**config.mk**
```make
export PLATFORM = sky130hd
export DESIGN_NAME = adc_frontend_emu
export DESIGN_NICKNAME = d
export VERILOG_FILES = /design/src/rtl/adc_emu_pkg.sv /design/src/rtl/spi_pin_sync.sv /design/src/rtl/adc_frontend_emu.sv
export SDC_FILE = /design/constraint.sdc
export NUM_CORES = 1
export LEC_CHECK = 0
export CELL_PAD_IN_SITES_DETAIL_PLACEMENT = 0
export CELL_PAD_IN_SITES_GLOBAL_PLACEMENT = 1
export CORE_MARGIN = 2
export CORE_UTILIZATION = 43
export DETAILED_ROUTE_END_ITERATION = 12
export PLACE_DENSITY_LB_ADDON = 0.1
export SKIP_LAST_GASP = 1
export SYNTH_ARGS = -nofsm -noshare
export SYNTH_HDL_FRONTEND = slang
export SYNTH_SLANG_ARGS = --single-unit
```
**constraint.sdc**
```tcl
create_clock -name clk -period 4.5 [get_ports clk]
set_input_delay 0.45 -clock clk [delete_from_list [all_inputs] [get_ports clk]]
set_output_delay 0.45 -clock clk [all_outputs]
set_load 0.05 [all_outputs]
```
**src/rtl/adc_emu_pkg.sv**
```systemverilog
// adc_emu_pkg: shared widths, ADC FSM encoding and frame assembly for the analog front-end emulator
package adc_emu_pkg;
    localparam int AMP_BITS   = 8;
    localparam int ADC_BITS   = 14;
    localparam int FRAME_BITS = 34;
    localparam int GAP_BITS   = 2;

    typedef enum logic {ST_IDLE, ST_FRAME} adc_state_t;

    // The ADC frame is {gap, A, gap, B, gap}; the gaps read as zeros.
    function automatic logic [FRAME_BITS-1:0] make_frame(input logic [ADC_BITS-1:0] a, input logic [ADC_BITS-1:0] b);
        return {{GAP_BITS{1'b0}}, a, {GAP_BITS{1'b0}}, b, {GAP_BITS{1'b0}}};
    endfunction
endpackage

```
**src/rtl/spi_pin_sync.sv**
```systemverilog
// spi_pin_sync: synchronizer chain plus edge detect for one asynchronous SPI pin
//   clk, rst : system clock, synchronous active-high reset
//   i_pin    : raw asynchronous pin
//   o_level  : synchronized level
//   o_rise   : one-cycle strobe on a synchronized 0->1 transition
//   o_fall   : one-cycle strobe on a synchronized 1->0 transition
module spi_pin_sync #(
    parameter int SYNC_STAGES = 2
) (
    input  logic clk,
    input  logic rst,
    input  logic i_pin,
    output logic o_level,
    output logic o_rise,
    output logic o_fall
);
    logic [SYNC_STAGES-1:0] r_sync;
    logic                   r_prev;

    always_ff @(posedge clk) begin
        if (rst) begin
            r_sync <= '0;
            r_prev <= 1'b0;
        end else begin
            r_sync <= {r_sync[SYNC_STAGES-2:0], i_pin};
            r_prev <= r_sync[SYNC_STAGES-1];
        end
    end

    assign o_level = r_sync[SYNC_STAGES-1];
    assign o_rise  = o_level & ~r_prev;
    assign o_fall  = ~o_level & r_prev;
endmodule

```
**src/rtl/adc_frontend_emu.sv**
```systemverilog
// adc_frontend_emu: SPI responder emulating the LTC6912 preamp and LTC1407A dual ADC
//   clk, rst             : system clock, synchronous active-high reset
//   SPI_SCK, SPI_MOSI    : serial clock and preamp gain data from the controller
//   AMP_CS               : preamp chip select, active low
//   AD_CONV              : conversion strobe, rising edge starts an ADC frame
//   sample_a, sample_b   : channel codes served in the next frame
//   AMP_DOUT             : echo of the previously latched gain word
//   AD_DOUT              : ADC serial data
//   gain, gain_valid     : last valid gain word and its update pulse
//   gain_err             : pulse when a CS window ends with a bit count other than 8
//   frame_busy           : ADC frame in progress
//   frame_done           : pulse after the last SCK falling edge of a frame
module adc_frontend_emu
    import adc_emu_pkg::*;
#(
    parameter int SYNC_STAGES = 2
) (
    input  logic                clk,
    input  logic                rst,
    input  logic                SPI_SCK,
    input  logic                SPI_MOSI,
    input  logic                AMP_CS,
    input  logic                AD_CONV,
    input  logic [ADC_BITS-1:0] sample_a,
    input  logic [ADC_BITS-1:0] sample_b,
    output logic                AMP_DOUT,
    output logic                AD_DOUT,
    output logic [AMP_BITS-1:0] gain,
    output logic                gain_valid,
    output logic                gain_err,
    output logic                frame_busy,
    output logic                frame_done
);
    logic w_sck, w_sck_rise, w_sck_fall;
    logic w_mosi, w_mosi_rise, w_mosi_fall;
    logic w_cs, w_cs_rise, w_cs_fall;
    logic w_conv, w_conv_rise, w_conv_fall;

    spi_pin_sync #(.SYNC_STAGES(SYNC_STAGES)) u_sck  (.clk(clk), .rst(rst), .i_pin(SPI_SCK),  .o_level(w_sck),  .o_rise(w_sck_rise),  .o_fall(w_sck_fall));
    spi_pin_sync #(.SYNC_STAGES(SYNC_STAGES)) u_mosi (.clk(clk), .rst(rst), .i_pin(SPI_MOSI), .o_level(w_mosi), .o_rise(w_mosi_rise), .o_fall(w_mosi_fall));
    spi_pin_sync #(.SYNC_STAGES(SYNC_STAGES)) u_cs   (.clk(clk), .rst(rst), .i_pin(AMP_CS),   .o_level(w_cs),   .o_rise(w_cs_rise),   .o_fall(w_cs_fall));
    spi_pin_sync #(.SYNC_STAGES(SYNC_STAGES)) u_conv (.clk(clk), .rst(rst), .i_pin(AD_CONV),  .o_level(w_conv), .o_rise(w_conv_rise), .o_fall(w_conv_fall));

    // Edge/level outputs of the shared synchronizer that neither path needs.
    logic w_unused;
    assign w_unused = ^{w_sck, w_mosi_rise, w_mosi_fall, w_conv, w_conv_fall};

    // Preamp: shift in on SCK rise, rotate echo out on SCK fall, commit on CS rise.
    logic [AMP_BITS-1:0] r_shift, r_echo, r_gain;
    logic [3:0]          r_cnt;
    logic                r_amp_dout, r_gain_valid, r_gain_err;

    always_ff @(posedge clk) begin
        if (rst) begin
            r_shift      <= '0;
            r_echo       <= '0;
            r_gain       <= '0;
            r_cnt        <= '0;
            r_amp_dout   <= 1'b0;
            r_gain_valid <= 1'b0;
            r_gain_err   <= 1'b0;
        end else begin
            r_gain_valid <= 1'b0;
            r_gain_err   <= 1'b0;
            if (w_cs_fall) begin
                r_cnt      <= '0;
                r_echo     <= r_gain;
                r_amp_dout <= r_gain[AMP_BITS-1];
            end else if (!w_cs) begin
                if (w_sck_rise) begin
                    r_shift <= {r_shift[AMP_BITS-2:0], w_mosi};
                    r_cnt   <= (r_cnt == 4'd9) ? r_cnt : r_cnt + 4'd1;
                end
                if (w_sck_fall) begin
                    r_echo     <= {r_echo[AMP_BITS-2:0], r_echo[AMP_BITS-1]};
                    r_amp_dout <= r_echo[AMP_BITS-2];
                end
            end
            if (w_cs) r_amp_dout <= 1'b0;
            if (w_cs_rise) begin
                if (r_cnt == 4'(AMP_BITS)) begin
                    r_gain       <= r_shift;
                    r_gain_valid <= 1'b1;
                end else begin
                    r_gain_err <= 1'b1;
                end
            end
        end
    end

    // ADC frame FSM
    adc_state_t               r_state, w_next;
    logic [FRAME_BITS-1:0]    r_frame;
    logic [5:0]               r_idx;
    logic                     r_ad_dout, r_frame_done, w_last;

    always_comb begin
        w_last = 1'b0;
        w_next = r_state;
        w_last = (r_state == ST_FRAME) && w_sck_fall && (r_idx == 6'(FRAME_BITS-1)) && !w_conv_rise;
        w_next = w_conv_rise ? ST_FRAME : (w_last ? ST_IDLE : r_state);
    end

    always_ff @(posedge clk) begin
        if (rst) r_state <= ST_IDLE;
        else     r_state <= w_next;
    end

    always_ff @(posedge clk) begin
        if (rst) begin
            r_frame      <= '0;
            r_idx        <= '0;
            r_ad_dout    <= 1'b0;
            r_frame_done <= 1'b0;
        end else begin
            r_frame_done <= w_last;
            if (w_conv_rise) begin
                r_frame   <= make_frame(sample_a, sample_b);
                r_idx     <= '0;
                r_ad_dout <= 1'b0;
            end else if (r_state == ST_FRAME && w_sck_fall) begin
                // The final bit is a gap bit, so dropping to 0 on the last fall loses nothing.
                r_ad_dout <= w_last ? 1'b0 : r_frame[6'(FRAME_BITS-1) - r_idx];
                r_idx     <= r_idx + 6'd1;
            end
        end
    end

    assign AMP_DOUT   = r_amp_dout;
    assign AD_DOUT    = r_ad_dout;
    assign gain       = r_gain;
    assign gain_valid = r_gain_valid;
    assign gain_err   = r_gain_err;
    assign frame_busy = (r_state == ST_FRAME);
    assign frame_done = r_frame_done;
endmodule

```
-- Yosys cells after proc, flatten, opt, wreduce, memory -nomap -nowiden
Index checks and enable logic that the tools add are counted.
- register bits after elaboration: 79
- bits of input ports: 34
- output and inout port bits: 14
- logic and storage cells: 66
- add/sub/neg operators: 3
- $lt $le $gt $ge: 1
- equal/unequal tests: 4
- mux-type cells: 12
- bitwise logic cells: 13
- reductions and logical operators: 14
- operator list (kind ; count):
    8-bit 2-to-1 mux ; 3
    4-bit == test, second input constant ; 2
    1-bit 2-to-1 mux ; 8
    1-bit inverter ; 8
    2-bit OR reduction ; 4
    6-bit by 7-bit < comparator with 1-bit output, second input constant ; 1
    6-bit by 1-bit adder with 6-bit output, second input constant ; 1
    1-bit binary-select mux with 6-bit select ; 1
    6-bit == test, second input constant ; 1
    3-bit AND reduction ; 2
    6-bit subtractor, first input constant ; 1
    1-bit bitwise AND ; 5
    4-bit by 1-bit adder with 4-bit output, second input constant ; 1
    2-bit AND reduction ; 2
    2-bit nonzero test ; 2
    1-bit logical AND ; 3
    2-bit by 1-bit != test with 1-bit output, second input constant ; 1
    1-bit zero test ; 1

-- Logic depth before layout (Yosys ltp)
Gate-level depths: netlist of the first run.
- word-level depth: 7
- depth in mapped cells: 9

-- Cells and area by module
From an unflattened synthesis of the first run, not the netlist that was laid out.
- cell total of the unflattened synthesis: 327
- area, all modules: 3273.1 µm²
- by module, submodules not included (module ; times used ; cells each ; area each (µm²) ; seq. area each (µm²)):
    adc_frontend_emu ; 1 ; 295 ; 2907.8 ; 1361.3
    spi_pin_sync ; 4 ; 8 ; 91.3 ; 60.1

-- Worst setup path before layout of the first run
No wires, ideal clock.
- path kind: register -> register
- start point: reg r_idx[1]
- end point: reg r_ad_dout (netlist: AD_DOUT)
- data arrival time: 1.822 ns
- data required time: 4.383 ns
- setup slack: 2.560 ns
- cell stages (with the launch flop): 10
- path buffers: 2
- cell sequence: dfxtp_1 -> buf_6 -> buf_12 -> inv_1 -> ha_1 -> nand2b_1 -> a2bb2oi_1 -> a31oi_1 -> o32ai_1 -> a32o_2
- cells in the longest elaborated chain, start to end: 4
- elaborated cells between the ends (all ways): 7
- classes of those cells: add/sub (1); eq/ne (1); mux (3); reduce/logical (2)
- RTL lines (what ; RTL line ; RTL):
    start, declared ; adc_frontend_emu.sv:94 ; logic [5:0] r_idx;
    start signal, assigned ; adc_frontend_emu.sv:124 ; r_idx <= r_idx + 6'd1;
    6-bit subtractor or 6-bit == test (tied branches) ; adc_frontend_emu.sv:123, adc_frontend_emu.sv:100 ;
    1-bit binary-select mux with 6-bit select or 1-bit logical AND (tied branches) ; adc_frontend_emu.sv:123, adc_frontend_emu.sv:100 ;
    1-bit 2-to-1 mux (not written as such) or 1-bit logical AND (tied branches) ; adc_frontend_emu.sv:123, adc_frontend_emu.sv:100 ;
    1-bit 2-to-1 mux (*) ; adc_frontend_emu.sv:123 ; r_ad_dout <= w_last ? 1'b0 : r_frame[6'(FRAME_BITS-1) - r_idx];
    end signal, assigned ; adc_frontend_emu.sv:123 ;
    end, declared ; adc_frontend_emu.sv:95 ; logic r_ad_dout, r_frame_done, w_last;
Mark *: on every way between the ends. The rest lies on a longest branch, timed or not. The select of a mux whose other input is x is not followed.
A chain may end at the register's enable or synchronous reset.

-- Worst setup path after layout of the first run
Ends and elaborated chain as after synthesis.

==> results of run 1 <==
power groups by stage:
stage,Combinational [uW],Clock [uW],Sequential (uW)
2_1_floorplan,47.7,0,745
3_3_place_gp,90.5,0,744
3_5_place_dp,91.3,0,744
4_1_cts,91.6,646,728
5_1_grt,99.3,673,730
6_report,89.7,626,728
registers in the layout, summed over array words and instances (netlist names), 4 cells and up:
name	cells
r_frame	28
gain	8
r_echo	8
r_shift	8
r_idx	6
r_cnt	4
worst max-delay path by stage:
stage / startpoint / end / slack [ns] / depth (start not counted)
floorplan: r_idx[1]$_SDFFE_PP0P_ / AD_DOUT$_SDFFE_PP0P_ / 2.56 / 9
global placement: r_idx[1]$_SDFFE_PP0P_ / AD_DOUT$_SDFFE_PP0P_ / 2.19 / 6
detailed placement: r_idx[1]$_SDFFE_PP0P_ / AD_DOUT$_SDFFE_PP0P_ / 2.11 / 6
CTS: r_idx[1]$_SDFFE_PP0P_ / AD_DOUT$_SDFFE_PP0P_ / 2.09 / 6
global route: r_idx[1]$_SDFFE_PP0P_ / AD_DOUT$_SDFFE_PP0P_ / 1.93 / 7
finish: r_idx[1]$_SDFFE_PP0P_ / AD_DOUT$_SDFFE_PP0P_ / 2.04 / 6
stage by stage:
step | cell area [sq um] | hold slack [ns] | utilization | power, uW
floorplan | 3230 | 0.414 | - | 792
CTS | 3960 | 0.451 | 0.546 | 1470
detailed placement | 3720 | 0.427 | 0.513 | 836
finish | 3960 | 0.448 | 0.546 | 1440
global route | 3960 | 0.466 | 0.546 | 1500
global placement | 3720 | 0.421 | 0.513 | 835
worst register-to-register path: cells and delay by family (launching register included):
family	cells	cell delay, ns
buf+inv	1	0.19
compound gates	2	0.54
flops	1	0.76
mux	1	0.32
simple gates	1	0.15
fa+ha+maj	1	0.45
per-layer routing:
| metal | wire, um | track usage |
|---|---|---|
| met1 | 2980 | 0.177 |
| met2 | 3190 | 0.295 |
| met3 | 207 | 0.0568 |
| met4 | 55 | 0.0462 |
| met5 | 0 | 0 |
synth_stat cells (all sizes together):
library cell	number	area, sq um
nand2	96	360
dfxtp	79	1580
a21oi	38	190
nor2	32	120
mux2i	23	230
clkbuf	21	78.8
nor2b	18	113
a311oi	8	70.1
ha	6	75.1
inv	6	22.5
nand2b	6	37.5
nor3	6	30.0
xor2	6	52.6
buf	5	43.8
nand3	4	20.0
xnor2	4	35.0
nand4	3	18.8
o21ai	3	15.0
a2111oi	2	17.5
nor3b	2	15.0
o22ai	2	12.5
o32ai	2	17.5
a2bb2oi	1	8.76
a31oi	1	6.26
a32o	1	11.3
and3b	1	8.76
mux2	1	11.3
mux4	1	22.5
cell families (layout without fill, tap and decap cells):
kind of cell	after synthesis	count (layout)	synth area share
AND/OR/NAND/NOR	168	168	0.224
flip-flops	79	79	0.490
AO/OA/AOI/OAI	58	58	0.108
buffers and inverters	32	72	0.0450
multiplexers	25	25	0.0818
XOR/XNOR	10	10	0.0272
adder cells (fa/ha/maj)	6	6	0.0233
layout make-up:
class	instances	area (sq um)
fill	719	3290
sequential	79	1580
multi-input combinational	267	1500
timing repair buffer	50	488
clock buffer	9	124
tap	99	124
clock inverter	7	121
inverter	6	22.5
placed cells by master, fill, tap and decap left out, types with 2 or more instances in the layout:
master / synthesis / layout
xor2_1: 6 / 6
nor3_1: 6 / 6
nor2b_1: 18 / 17
inv_1: 5 / 5
nand2_1: 96 / 96
xnor2_1: 4 / 4
o22ai_1: 2 / 2
nor3b_1: 2 / 2
buf_4: 0 / 3
o32ai_1: 2 / 2
nand3_1: 4 / 4
bufinv_16: 0 / 3
nor2_1: 32 / 32
dfxtp_1: 79 / 79
a21oi_1: 38 / 38
nand4_1: 3 / 3
clkbuf_8: 0 / 9
ha_1: 6 / 6
clkdlybuf4s50_1: 0 / 46
mux2i_1: 23 / 23
a2111oi_0: 2 / 2
clkinvlp_4: 0 / 3
a311oi_1: 8 / 8
nand2b_1: 6 / 6
o21ai_0: 3 / 3
==> results by group, run 1 <==
Status
  – Status: completed

Global routing
  – Global-route wire length before repair: 10800 um
  – Total Routing Usage GR: 0.162
  – Grt ovf: 0
  – Number of global-route vias before repair: 2455
  – Largest net degree at the start of global routing: 41
  – Initial antenna violation count: 0

Critical path
  – Worst path bufs/invs: 1
  – Critical Path RT: 4.78 ns
  – R2R depth: 6
  – R2r startpoint: r_idx[1]$_SDFFE_PP0P_
  – Worst EP arrival: 2.75 ns
  – Worst reg2reg path endpoint: AD_DOUT$_SDFFE_PP0P_
  – CP Max Fanout: 15
  – Slowest CP cell: dfxtp_1
  – CP delay by family, top: flip-flops
  – Worst setup EP type: flop
  – Reg2reg setup slack: 2.04 ns
  – CP startpoint kind: flop
  – CP peak stage delay: 0.76 ns
  – CP Cell Sequence: inv_1 -> ha_1 -> mux4_2 -> nor2b_1 -> o32ai_1 -> a32o_2
  – Crit path kind: flop to flop

Clock network
  – Clock Latency Late Sink: 0.34 ns
  – CTS tree: done
  – Clk root buf: clkbuf_8
  – Post-CTS Hold Buffers: 0
  – Setup repair bufs after CTS: 0
  – Clock sinks: 79
  – Num CTS Buffers: 9
  – Post-CTS Resized: 0
  – H-tree depth: 3
  – Worst-path clk slew: 0.08 ns
  – Clock buffer depth: 2

Placement
  – Pre-CTS setup slack: 2.11 ns
  – Input/output buffers: 47
  – DPL Wire Length: 4420 um
  – Placed Instances: 501
  – RD Place Congestion: 0.710

Drt
  – TritonRoute pass-1 iters: 4
  – Total number of vias: 2553
  – Routed WL per cell: 12.4 um
  – DRC Markers: 0
  – Post-Route WL: 6430 um
  – Avg Vias per Cell: 4.94
  – Post-route ant nets: 0
  – Drt initial violations: 80

Timing
  – Fmax: 0.406 GHz
  – Min Tclk post-route: 2.46 ns
  – Worst Slack Setup Final: 2.04 ns
  – Worst Tran Pin Value: 1.09 ns
  – Fin crit share: 0.547
  – Endpoints failing setup: 0
  – Worst slew margin: 0.269
  – Setup TNS Final: 0 ns
  – RSZ-0062 raised after global routing: no
  – Final Max Slew Viols: 0
  – Fin. Hold Viols: 0
  – Clock Skews: 0.00959 ns

Power
  – Sw frac: 0.216
  – Net Sw Power: 312 uW
  – Power Density: 364 nW/um^2
  – Peak supply drop: 0.227 mV
  – LEAKAGE: 0.00133 uW
  – Reg power frac: 0.504
  – Total internal power: 1130 uW
  – Comb power frac: 0.062
  – Clk pwr share: 0.434

Floorplan
  – Row count: 31
  – Die area: 8210 sq um
  – Core box area: 7250 sq um
  – Die W: 90.6 um
  – Num ports: 48
  – Initial core utilization: 0.445
  – Die boundary height: 90.6 um

Finish
  – N_diodes: 0
  – Finished Layout Cells: 517
  – Syn-to-layout area delta: 22.8%
  – Nets: 453
  – Share of layout cells above drive strength 1: 0.0574

Logic synthesis
  – Syn_area_per_cell: 8.53 sq um
  – Yosys warns: 0
  – Distinct cells, synth: 32
  – FF+latch count, synth: 79
  – Seq/Total Area, Yosys: 0.490
  – Synth Instances: 378
  – Mapped cell area: 3230 sq um
  – Syn_nets: 418

Worst hold path
  – Hold Crit Endpoint: u_cs.r_sync[1]$_SDFF_PP0_
  – Worst Hold Class: flop to flop
  – Number of cells on the worst hold path: 1
  – Hold path start: u_cs.r_sync[0]$_SDFF_PP0_

Flow run
  – Max cap viols: 0
Note: power is estimated with default switching activity, not from simulation.
==> inputs of run 2 (changes only) <==
CORE_UTILIZATION = 36   (was 43)
clock period = 2.2 ns   (was 4.5 ns; I/O delays follow)
==> results by group, run 2 (same netlist as run 1, synthesis figures left out) <==
Status
  – Status: completed

Floorplan
  – Row count: 34 (+9.7%)
  – Num ports: 48 (unchanged)
  – Initial core utilization: 0.370 (-0.0748)
  – Die W: 98.7 um (+8.9%)
  – Die boundary height: 98.7 um (+8.9%)
  – Die area: 9730 sq um (+19%)
  – Core box area: 8720 sq um (+20%)

Drt
  – Avg Vias per Cell: 4.80 (-2.8%)
  – TritonRoute pass-1 iters: 4 (unchanged)
  – Post-Route WL: 6860 um (+6.6%)
  – Routed WL per cell: 12.9 um (+3.6%)
  – Post-route ant nets: 0 (unchanged)
  – Total number of vias: 2553 (unchanged)
  – DRC Markers: 0 (unchanged)
  – Drt initial violations: 72 (-10%)

Placement
  – RD Place Congestion: 0.848 (+20%)
  – Placed Instances: 516 (+3.0%)
  – Input/output buffers: 47 (unchanged)
  – Pre-CTS setup slack: 0.322 ns (-1.79 ns)
  – DPL Wire Length: 4750 um (+7.5%)

Timing
  – Fin. Hold Viols: 0 (unchanged)
  – Min Hold Slack: 0.399 ns (-0.0495 ns)
  – Worst Tran Pin Value: 0.741 ns (-0.350 ns)
  – Fin crit share: 0.860 (+0.313)
  – Fmax: 0.528 GHz (+30%)
  – Final Max Slew Viols: 0 (unchanged)
  – Worst Slack Setup Final: 0.307 ns (-1.73 ns)
  – Setup TNS Final: 0 ns (unchanged)
  – Clock Skews: 0.0126 ns (+0.00301 ns)
  – Worst slew margin: 0.506 (+0.237)
  – RSZ-0062 raised after global routing: no
  – Endpoints failing setup: 0 (unchanged)
  – Min Tclk post-route: 1.89 ns (-0.571 ns)

Clock network
  – Clock Latency Late Sink: 0.35 ns (about the same)
  – Clock sinks: 79 (unchanged)
  – Setup repair bufs after CTS: 0 (unchanged)
  – Num CTS Buffers: 9 (unchanged)
  – Clk root buf: clkbuf_8
  – Post-CTS Hold Buffers: 0 (unchanged)
  – Clock buffer depth: 2 (unchanged)
  – Post-CTS Resized: 0 (unchanged)
  – Worst-path clk slew: 0.08 ns (about the same)
  – H-tree depth: 3 (unchanged)
  – CTS tree: done

Critical path
  – Critical Path RT: 2.49 ns (-2.29 ns)
  – Worst setup EP type: flop
  – Crit path kind: flop to flop
  – R2r startpoint: r_idx[2]$_SDFFE_PP0P_
  – CP Max Fanout: 7 (-8)
  – Worst reg2reg path endpoint: AD_DOUT$_SDFFE_PP0P_
  – CP startpoint kind: flop
  – Reg2reg setup slack: 0.31 ns (-1.73 ns)
  – R2R depth: 6 (unchanged)
  – Worst EP arrival: 2.18 ns (-0.57 ns)

Finish
  – Commonest non-fill, non-tap cell in the layout: nand2_1
  – Core Util, Final: 0.460 (-0.0868)
  – Share of layout cells above drive strength 1: 0.0708 (+0.0133)
  – Most flop-heavy register: r_frame
  – N_diodes: 0 (unchanged)
  – Number of flip-flops in the largest register: 28 (unchanged)
  – Nets: 459 (+1.3%)
  – Finished Layout Cells: 532 (+2.9%)
  – Commonest cells after routing, fill and taps aside: nand2_1, dfxtp_1, clkdlybuf4s50_1
  – Syn-to-layout area delta: 24.2%

Global routing
  – Number of global-route vias before repair: 2541 (+3.5%)
  – Largest net degree at the start of global routing: 72 (+76%)
  – Initial antenna violation count: 0 (unchanged)
  – Global-route wire length before repair: 11800 um (+9.1%)
  – Grt ovf: 0 (unchanged)
  – Total Routing Usage GR: 0.150 (-0.0124)

Worst hold path
  – Number of cells on the worst hold path: 3 (+2)
  – Hold Crit Endpoint: r_idx[3]$_SDFFE_PP0P_
  – Hold path start: rst
  – Worst Hold Class: input port to flop

Power
  – LEAKAGE: 0.00136 uW (+2.2%)
  – Peak supply drop: 0.415 mV (+83%)
  – Power Density: 714 nW/um^2 (+96%)

Flow run
  – Max cap viols: 0 (unchanged)
[run 2: changes by cell type in the layout (fill, tap and decap cells not counted), sizes merged]
cell | before | now
clkinvlp | 3 | 2
buf | 4 | 10
clkinv | 1 | 3
bufinv | 3 | 2
[run 2: worst max-delay path by stage]
stage                                from              endpoint  slack [ns]  cells past startpoint
global route        r_idx[2]$_SDFFE_PP0P_  AD_DOUT$_SDFFE_PP0P_        0.19                      7
floorplan           r_idx[1]$_SDFFE_PP0P_  AD_DOUT$_SDFFE_PP0P_        0.26                      9
finish              r_idx[2]$_SDFFE_PP0P_  AD_DOUT$_SDFFE_PP0P_        0.31                      6
CTS                 r_idx[2]$_SDFFE_PP0P_  AD_DOUT$_SDFFE_PP0P_        0.29                      6
global placement    r_idx[2]$_SDFFE_PP0P_  AD_DOUT$_SDFFE_PP0P_        0.34                      6
detailed placement  r_idx[2]$_SDFFE_PP0P_  AD_DOUT$_SDFFE_PP0P_        0.32                      6
[run 2: critical path, cell delays in order (launching register included)]
cell and delay [ns]:
dfxtp_1 0.38, inv_1 0.09, ha_1 0.41, mux4_2 0.34
nor2b_1 0.14, o32ai_1 0.29, a32o_2 0.20
[run 2: cell type report]
cell class	count	area [sq um]
Clock inverter	7	97.6
Multi-Input combinational cell	267	1500
Clock buffer	9	124
Sequential cell	79	1580
Fill cell	884	4710
Inverter	6	22.5
Timing Repair Buffer	56	546
Tap cell	108	135
[run 2: through the flow]
step	instance area, sq um	total power, uW
finish	4010	2860
global route	4010	2990
CTS	4010	2910
detailed placement	3790	1720
global placement	3790	1720
floorplan	3230	1620
[run 2: power by group]
| part | internal (uW) | switching [uW] |
|---|---|---|
| Combinational | 98.2 | 93.3 |
| Sequential | 1470 | 22.0 |
| Clock | 640 | 541 |
[run 2: layer usage]
layer | up-vias | global-route usage | routed length, um
met5 | - | 0 | 0
met4 | 0 | 0.0443 | 72
met3 | 8 | 0.0461 | 234
met2 | 33 | 0.256 | 3360
met1 | 1178 | 0.181 | 3190
li1 | 1334 | - | -
==> inputs of run 3 (changes only) <==
PLACE_DENSITY_LB_ADDON = 0.05   (was 0.1)
==> results by group, run 3 (same netlist as run 1, synthesis figures left out) <==
Drt
  – Total number of vias: 2560 (+0.27%)
  – TritonRoute pass-1 iters: 4 (unchanged)
  – DR WL met3: 229 um (-2.1%)
  – Drt initial violations: 53 (-26%)
  – Post-route ant nets: 0 (unchanged)
  – DRC Markers: 0 (unchanged)
  – Post-Route WL: 6950 um (+1.3%)
  – Avg Vias per Cell: 4.77 (-0.66%)
  – Routed WL per cell: 12.9 um (+0.38%)
  – Wire length on met1: 3240 um (+1.4%)
  – Max Used Layer: met4
  – Met2 Routed Length: 3410 um (+1.4%)

Critical path
  – CP delay by family, top: compound AO/OA/AOI/OAI gates
  – Slowest CP cell: ha_1
  – Worst EP arrival: 2.18 ns (about the same)
  – Crit path kind: flop to flop
  – Worst setup EP type: flop
  – CP Cell Sequence: inv_1 -> ha_1 -> mux4_2 -> nor2b_1 -> o32ai_1 -> a32o_2
  – CP Max Fanout: 7 (unchanged)
  – CP peak stage delay: 0.42 ns (about the same)
  – Worst path bufs/invs: 1 (unchanged)
  – Critical Path RT: 2.49 ns (about the same)
  – CP startpoint kind: flop

Floorplan
  – Die boundary height: 98.7 um (unchanged)
  – Core box area: 8720 sq um (unchanged)
  – Initial core utilization: 0.370 (unchanged)
  – Row count: 34 (unchanged)
  – Die area: 9730 sq um (unchanged)
  – Num ports: 48 (unchanged)
  – Die W: 98.7 um (unchanged)

Power
  – Clk pwr share: 0.364 (-0.049)
  – Power Density: 663 nW/um^2 (-7.1%)
  – Comb power frac: 0.073 (+0.006)
  – Reg power frac: 0.563 (+0.043)
  – Net Sw Power: 639 uW (-2.6%)
  – LEAKAGE: 0.00136 uW (+0.19%)
  – Overall power: 2640 uW (-7.6%)
  – Peak supply drop: 0.392 mV (-5.5%)
  – Sw frac: 0.242 (+0.0124)
  – Total internal power: 2010 uW (-9.1%)

Finish
  – Layout fillers: 918 (+3.8%)
  – Share of layout cells above drive strength 1: 0.0793 (+0.00850)
  – Nets: 464 (+1.1%)
  – Syn-to-layout area delta: 23.6%
  – Number of flip-flops in the largest register: 28 (unchanged)
  – Post-route cell area: 3990 sq um (-0.53%)
  – Commonest non-fill, non-tap cell in the layout: nand2_1
  – Most flop-heavy register: r_frame
  – Commonest cells after routing, fill and taps aside: nand2_1, dfxtp_1, clkdlybuf4s50_1
  – N_diodes: 0 (unchanged)

Clock network
  – Clock Latency Late Sink: 0.34 ns (about the same)
  – Worst-path clk slew: 0.08 ns (about the same)
  – Clock sinks: 79 (unchanged)
  – Post-CTS Hold Buffers: 0 (unchanged)
  – Num CTS Buffers: 9 (unchanged)
  – Post-CTS Resized: 0 (unchanged)
  – Clk root buf: clkbuf_8
  – Setup repair bufs after CTS: 0 (unchanged)
  – H-tree depth: 3 (unchanged)
  – CTS tree: done
  – Clock buffer depth: 2 (unchanged)

Timing
  – Endpoints failing setup: 0 (unchanged)
  – Min Tclk post-route: 1.89 ns (-0.00625 ns)
  – Setup TNS Final: 0 ns (unchanged)
  – Worst slew margin: 0.661 (+0.156)
  – RSZ-0062 raised after global routing: no
  – Worst Slack Setup Final: 0.313 ns (+0.00625 ns)
  – Fmax: 0.530 GHz (+0.33%)
  – Worst Tran Pin Value: 0.506 ns (-0.235 ns)
  – Min Hold Slack: 0.354 ns (-0.0447 ns)
  – Clock Skews: 0.00729 ns (-0.00531 ns)
  – Final Max Slew Viols: 0 (unchanged)
  – Fin crit share: 0.858 (-0.00284)
  – Fin. Hold Viols: 0 (unchanged)

Status
  – Status: completed

Global routing
  – Number of global-route vias before repair: 2581 (+1.6%)
  – Largest net degree at the start of global routing: 50 (-31%)
  – Total Routing Usage GR: 0.151 (+0.00106)
  – Global-route wire length before repair: 11900 um (+0.58%)
  – Grt ovf: 0 (unchanged)
  – Initial antenna violation count: 0 (unchanged)

Placement
  – Input/output buffers: 47 (unchanged)
  – Placed Area: 3810 sq um (+0.66%)
  – Pre-CTS setup slack: 0.324 ns (+0.00231 ns)
  – RD Place Congestion: 0.830 (-2.2%)
  – DPL Wire Length: 4840 um (+1.8%)

Flow run
  – Max cap viols: 0 (unchanged)

Worst hold path
  – Worst Hold Class: input port to flop
-- run 3: cell types whose count changed in the layout (fill, tap and decap cells not counted), sizes merged --
cell / before / now
bufinv: 2 / 0
clkbuf: 9 / 11
buf: 10 / 15
-- run 3: final timing paths --
kind	slack, ns	end	start	depth (start not counted)
max	0.31	AD_DOUT$_SDFFE_PP0P_	r_idx[2]$_SDFFE_PP0P_	6
min	0.35	r_frame[6]$_SDFFE_PP0P_	rst	3
max reg2reg	0.31	AD_DOUT$_SDFFE_PP0P_	r_idx[2]$_SDFFE_PP0P_	6
min reg2reg	0.44	u_sck.r_sync[1]$_SDFF_PP0_	u_sck.r_sync[0]$_SDFF_PP0_	1
-- run 3: area by class of cell --
| class | instances | area, sq um | share of cell area |
|---|---|---|---|
| clock buffers | 11 | 141 | 0.0355 |
| flip-flops and latches | 79 | 1580 | 0.397 |
| clock inverters | 5 | 33.8 | 0.00847 |
| inverters | 6 | 22.5 | 0.00565 |
| repair buffers | 61 | 571 | 0.143 |
| multi-input cells | 267 | 1500 | 0.377 |
| well taps | 108 | 135 | 0.0339 |
-- run 3: through the flow --
| stage | instances | util |
|---|---|---|
| floorplan | 378 | - |
| global placement | 521 | 0.437 |
| detailed placement | 521 | 0.437 |
| CTS | 537 | 0.457 |
| global route | 537 | 0.457 |
| finish | 537 | 0.457 |
-- run 3: layer usage --
layer,global-route usage,vias up
li1,-,1348
met5,0,-
met1,0.181,1171
met3,0.0461,8
met4,0.0411,0
met2,0.262,33
-- run 3: tightest hold or removal path: cells and delay by family --
family | cells | cell delay [ns]
AO/OA/AOI/OAI | 1 | 0.06
buffers and inverters | 2 | 0.36
-- run 3: power groups by stage --
stage	clock [uW]	combinational, uW	sequential, uW
5_1_grt	1060	218	1490
3_3_place_gp	0	196	1520
2_1_floorplan	0	97.5	1520
6_report	962	194	1490
3_5_place_dp	0	198	1520
4_1_cts	1010	199	1490
